==> src/rtl/sram_like_arbiter.sv <==
// sram_like_arbiter: merges NCH SRAM-like master ports onto one memory port and
// routes each in-order data_ok back to the channel that issued it.
module sram_like_arbiter #(
    parameter  int NCH    = 2,
    parameter  int ADDR_W = 32,
    parameter  int DATA_W = 32,
    parameter  int DEPTH  = 4,
    parameter  int RR     = 1,
    localparam int SW     = DATA_W / 8,
    localparam int OW     = $clog2(DEPTH) + 1
) (
    input  logic                  clk,
    input  logic                  resetn,
    input  logic [NCH-1:0]        ch_req,
    input  logic [NCH-1:0]        ch_wr,
    input  logic [2*NCH-1:0]      ch_size,
    input  logic [SW*NCH-1:0]     ch_wstrb,
    input  logic [ADDR_W*NCH-1:0] ch_addr,
    input  logic [DATA_W*NCH-1:0] ch_wdata,
    output logic [NCH-1:0]        ch_addr_ok,
    output logic [NCH-1:0]        ch_data_ok,
    output logic [DATA_W-1:0]     ch_rdata,
    output logic                  mem_req,
    output logic                  mem_wr,
    output logic [1:0]            mem_size,
    output logic [SW-1:0]         mem_wstrb,
    output logic [ADDR_W-1:0]     mem_addr,
    output logic [DATA_W-1:0]     mem_wdata,
    input  logic                  mem_addr_ok,
    input  logic                  mem_data_ok,
    input  logic [DATA_W-1:0]     mem_rdata,
    output logic [OW-1:0]         outstanding,
    output logic                  proto_err
);
    localparam int IW = NCH > 1 ? $clog2(NCH) : 1;
    localparam int PW = $clog2(DEPTH);
    localparam logic [IW:0]   NCH_W = (IW+1)'(NCH);
    localparam logic [OW-1:0] FULL  = OW'(DEPTH);

    logic          lock_v_q, lock_v_d;
    logic [IW-1:0] lock_ch_q, lock_ch_d, rr_ptr_q, rr_ptr_d;
    logic [PW-1:0] wp_q, wp_d, rp_q, rp_d;
    logic [OW-1:0] cnt_q, cnt_d;
    logic          err_q, err_d;
    logic [IW-1:0] fifo_q [DEPTH];
    logic [IW-1:0] fifo_d [DEPTH];
    logic [IW-1:0] grant, arb, idx;
    logic [IW:0]   sum;
    logic          hs, pop;

    // Scan downwards so the requester closest to the search start wins last.
    always_comb begin
        arb = '0;
        sum = '0;
        idx = '0;
        for (int i = NCH - 1; i >= 0; i--) begin
            sum = (RR != 0 ? {1'b0, rr_ptr_q} : '0) + (IW+1)'(i);
            idx = IW'(sum >= NCH_W ? sum - NCH_W : sum);
            if (ch_req[idx]) arb = idx;
        end
        grant = lock_v_q && ch_req[lock_ch_q] ? lock_ch_q : arb;
    end

    assign mem_req     = |ch_req && cnt_q != FULL;
    assign hs          = mem_req && mem_addr_ok;
    assign pop         = mem_data_ok && cnt_q != '0;
    assign mem_wr      = ch_wr[grant];
    assign mem_size    = ch_size[grant*2 +: 2];
    assign mem_wstrb   = ch_wstrb[grant*SW +: SW];
    assign mem_addr    = ch_addr[grant*ADDR_W +: ADDR_W];
    assign mem_wdata   = ch_wdata[grant*DATA_W +: DATA_W];
    assign ch_addr_ok  = hs && resetn ? NCH'(1) << grant : '0;
    assign ch_data_ok  = pop && resetn ? NCH'(1) << fifo_q[rp_q] : '0;
    assign ch_rdata    = mem_rdata;
    assign outstanding = cnt_q;
    assign proto_err   = err_q;

    always_comb begin
        fifo_d = fifo_q;
        if (hs) fifo_d[wp_q] = grant;
        wp_d      = wp_q + PW'(hs);
        rp_d      = rp_q + PW'(pop);
        cnt_d     = cnt_q + OW'(hs) - OW'(pop);
        err_d     = err_q | (mem_data_ok && cnt_q == '0);
        rr_ptr_d  = hs ? (({1'b0, grant} + 1'b1 == NCH_W) ? '0 : grant + 1'b1) : rr_ptr_q;
        lock_v_d  = hs ? 1'b0 : mem_req ? 1'b1 : lock_v_q && ch_req[lock_ch_q];
        lock_ch_d = !hs && mem_req ? grant : lock_ch_q;
    end

    always_ff @(posedge clk or negedge resetn) begin
        if (!resetn) begin
            lock_v_q  <= 1'b0;
            lock_ch_q <= '0;
            rr_ptr_q  <= '0;
            wp_q      <= '0;
            rp_q      <= '0;
            cnt_q     <= '0;
            err_q     <= 1'b0;
            fifo_q    <= '{default: '0};
        end else begin
            lock_v_q  <= lock_v_d;
            lock_ch_q <= lock_ch_d;
            rr_ptr_q  <= rr_ptr_d;
            wp_q      <= wp_d;
            rp_q      <= rp_d;
            cnt_q     <= cnt_d;
            err_q     <= err_d;
            fifo_q    <= fifo_d;
        end
    end
endmodule

==> config.mk <==
export PLATFORM = sky130hd
export DESIGN_NAME = sram_like_arbiter
export DESIGN_NICKNAME = d
export VERILOG_FILES = /design/src/rtl/sram_like_arbiter.sv
export SDC_FILE = /design/constraint.sdc
export NUM_CORES = 1
export LEC_CHECK = 0
export BUFFER_PORTS_ARGS = -buffer_cell sky130_fd_sc_hd__buf_2
export CORE_AREA = 8 8 108 110
export DETAILED_ROUTE_END_ITERATION = 7
export DIE_AREA = 0 0 116 118
export GPL_TIMING_DRIVEN = 0
export HOLD_SLACK_MARGIN = 0.12
export PLACE_DENSITY = 0.58
export SYNTH_ARGS = -nofsm -noshare
export SYNTH_HDL_FRONTEND = slang
export SYNTH_SLANG_ARGS = --single-unit
==> constraint.sdc <==
create_clock -name clk -period 2.69 [get_ports clk]
set_clock_uncertainty 0.1 [all_clocks]
set_input_delay 0.4035 -clock clk [delete_from_list [all_inputs] [get_ports clk]]
set_output_delay 0.4035 -clock clk [all_outputs]
set_load 0.05 [all_outputs]
==> out/results.tsv <==
metric	value	unit
clock buffer depth	2	
Starting DRT DRC Count	51	
Distinct cells, synth	28	
gpl congestion	0.8361	
Tightest Pin Transition	0.5381	ns
r2r endpoint	outstanding[2]	
CTS Buf Count	3	
part of the power in registers	16.9	%
die height	118	um
Worst Hold Slack	0.2747	ns
Starting Density	18.61	%
flop2flop setup slack	0.30	ns
CTS HTree Levels	1	
I/O Pins	292	
global-route wire length before repair	15170	um
Post-Syn Instances	171	
TritonCTS clock tree	built	
HPWL Detailed	9744	um
critical path cell sequence	mux2i_1 -> a21boi_4 -> buf_4 -> mux2_2 -> buf_2	
sw power	1.491	mW
#FFs+latches synth	15	
fillcell total	1052	
Post-CTS Setup Bufs	0	
crit start category	flip-flop	
Routed Antenna Nets	0	
CTS clk-pin slew, worst paths	0.06	ns
commonest non-fill, non-tap cell in the layout	buf_2	
Power Dens Cells	767.9	nW/um^2
port bufs	259	
Worst Hold Class	in2reg	
Worst path top cell family by delay	multiplexers	
CP Class	reg2out	
Clk Tree Root Cell	clkbuf_8	
fin crit share	93.98	%
origin of the critical flop-to-flop path	outstanding[1]	
Slew HR	63.88	%
full die area	13690	sq um
leakage	1.862	nW
RSZ-0062 raised after global routing	no	
Net Sw Frac	57.40	%
Worst Hold End	proto_err	
most used cells in the layout excluding fill and tap cells	buf_2 (260), mux2_2 (75), buf_4 (38)	
Post-synth EDFFs	0	
Setup Total Neg Slack	0	ns
Setup Viol. Count Final	0	
Post-Syn Area	1861	sq um
outcome	finished, final reports clean	
Final Hold Viols	0	
initial antenna violation count	1	
wire per inst	18.63	um
latest clock arrival within the worst-skew pair	0.25	ns
net count after synthesis	354	
Reg2Reg Depth	8	
fin crit period	2.528	ns
Avg Inst Size Synth	10.88	sq um
First-pass DRT Iterations	4	
PostCTS Resize Cnt	0	
DRC Markers	0	
Worst Hold Depth	2	
design area	3383	sq um
hold buffers post-CTS	1	
Total Nets Final	619	
# diodes	0	
Via density	4.077	
Clock Sinks	15	
fin. max-slew vios	0	
CP Capture Type	output port	
Slowest Stage Delay on Critical Path	0.40	ns
via count	2328	
crit path buf inv count	2	
sequential share of the synthesized area	20.17	%
grt total ovfl	0	
Yosys warnings	0	
WP data arrival	2.02	ns
required time worst endpoint	2.19	ns
Max FO, Critical Path	10	
max cap viols	0	
clock network fraction of total power	7.2	%
worst vdd ir	0.5498	mV
Placed Area	3327	sq um
GRT Total Usage	14.16	%
slowest stage cell, crit path	dfrtp_1	
asr flop ratio synth	100.0	%
fmax	395.6	MHz
HP Start	mem_data_ok	
final wirelength	10640	um
die width	116	um
Layout area overhead	81.84	%
largest net degree at the start of global routing	20	
combinational share of power	76.0	%
vias in the first global route	2576	
commonest register cell after synthesis	dfrtp_1	
FP Rows	37	
Core Region	10000	sq um
Int Power	1.107	mW
share of post-route cells with drive strength above 1	88.05	%
-- cells in the mapped netlist, types with 2 or more instances --
| library cell | number | area share (%) |
|---|---|---|
| nand2_1 | 3 | 0.61 |
| o21ai_0 | 2 | 0.54 |
| dfrtp_1 | 15 | 20 |
| buf_6 | 2 | 1.2 |
| xnor2_1 | 3 | 1.4 |
| ha_1 | 2 | 1.3 |
| nor2_1 | 5 | 1.0 |
| mux2_4 | 2 | 1.6 |
| buf_4 | 38 | 15 |
| xor2_1 | 3 | 1.4 |
| mux2_2 | 75 | 45 |
| nor4b_1 | 2 | 0.94 |
| and3_1 | 2 | 0.67 |
| nor3_1 | 3 | 0.81 |
-- layer usage --
metal | part of all wire [%] | track usage [%] | routed length (um) | vias up
li1 | - | - | - | 1108
met1 | 38 | 16.21 | 4082 | 1080
met2 | 48 | 24.33 | 5075 | 134
met3 | 14 | 6.106 | 1439 | 4
met4 | 0.27 | 1.460 | 29 | 2
met5 | 0.12 | 0 | 13 | -
-- state kept, by name, summed over array words and instances (netlist names) --
signal / cells
fifo_q: 4
outstanding: 3
rp_q: 2
wp_q: 2
lock_ch_q: 1
lock_v_q: 1
proto_err: 1
rr_ptr_q: 1
-- metrics by stage --
step           setup slack (ns)  power, mW  util (%)  instances
2_1_floorplan            0.2097      1.944         -        171
3_3_place_gp             0.2556      2.411     33.27        566
3_5_place_dp             0.1745      2.440     33.27        566
4_1_cts                  0.1027      2.633     33.83        571
5_1_grt                 0.04152      2.743     33.83        571
6_report                 0.1620      2.598     33.83        571
-- layout make-up --
type	instances	area, sq um	area share (%)
Timing Repair Buffer	260	1306	38.61
Multi-Input combinational cell	114	1169	34.54
Sequential cell	15	375.4	11.09
Buffer	41	312.8	9.246
Tap cell	136	170.2	5.030
Clock buffer	3	41.29	1.220
Clock inverter	1	5.005	0.1479
Inverter	1	3.754	0.1109
-- power by group through the flow --
stage / Sequential (mW) / Combinational, mW / Clock (mW)
finish: 0.438 / 1.97 / 0.187
detailed placement: 0.440 / 2.00 / 0
floorplan: 0.527 / 1.42 / 0
global route: 0.455 / 2.09 / 0.202
CTS: 0.438 / 2.00 / 0.192
global placement: 0.435 / 1.98 / 0
-- worst max path at each step --
stage | cells after the start | slack (ns) | to | start
after CTS | 5 | 0.10 | mem_addr[22] | lock_v_q
final | 5 | 0.16 | mem_addr[22] | lock_v_q
after global routing | 8 | 0.04 | outstanding[2] | outstanding[2]
after detailed placement | 8 | 0.17 | outstanding[2] | ch_req[0]
after global placement | 8 | 0.26 | outstanding[2] | ch_req[0]
after floorplan | 8 | 0.21 | outstanding[2] | outstanding[2]
-- kinds of logic (layout without fill, tap and decap cells) --
kind of cell | count (synthesis) | in the layout | share of synthesized area (%)
adders and majority gates | 3 | 3 | 2.421
buffers and inverters | 42 | 306 | 17.01
muxes | 79 | 79 | 48.76
AOI/OAI and AO/OA | 8 | 8 | 3.565
xor gates and xnor gates | 6 | 6 | 2.825
and+or+nand+nor | 18 | 18 | 5.246
DFF | 15 | 15 | 20.17
Power figures use the tool's default switching activity.
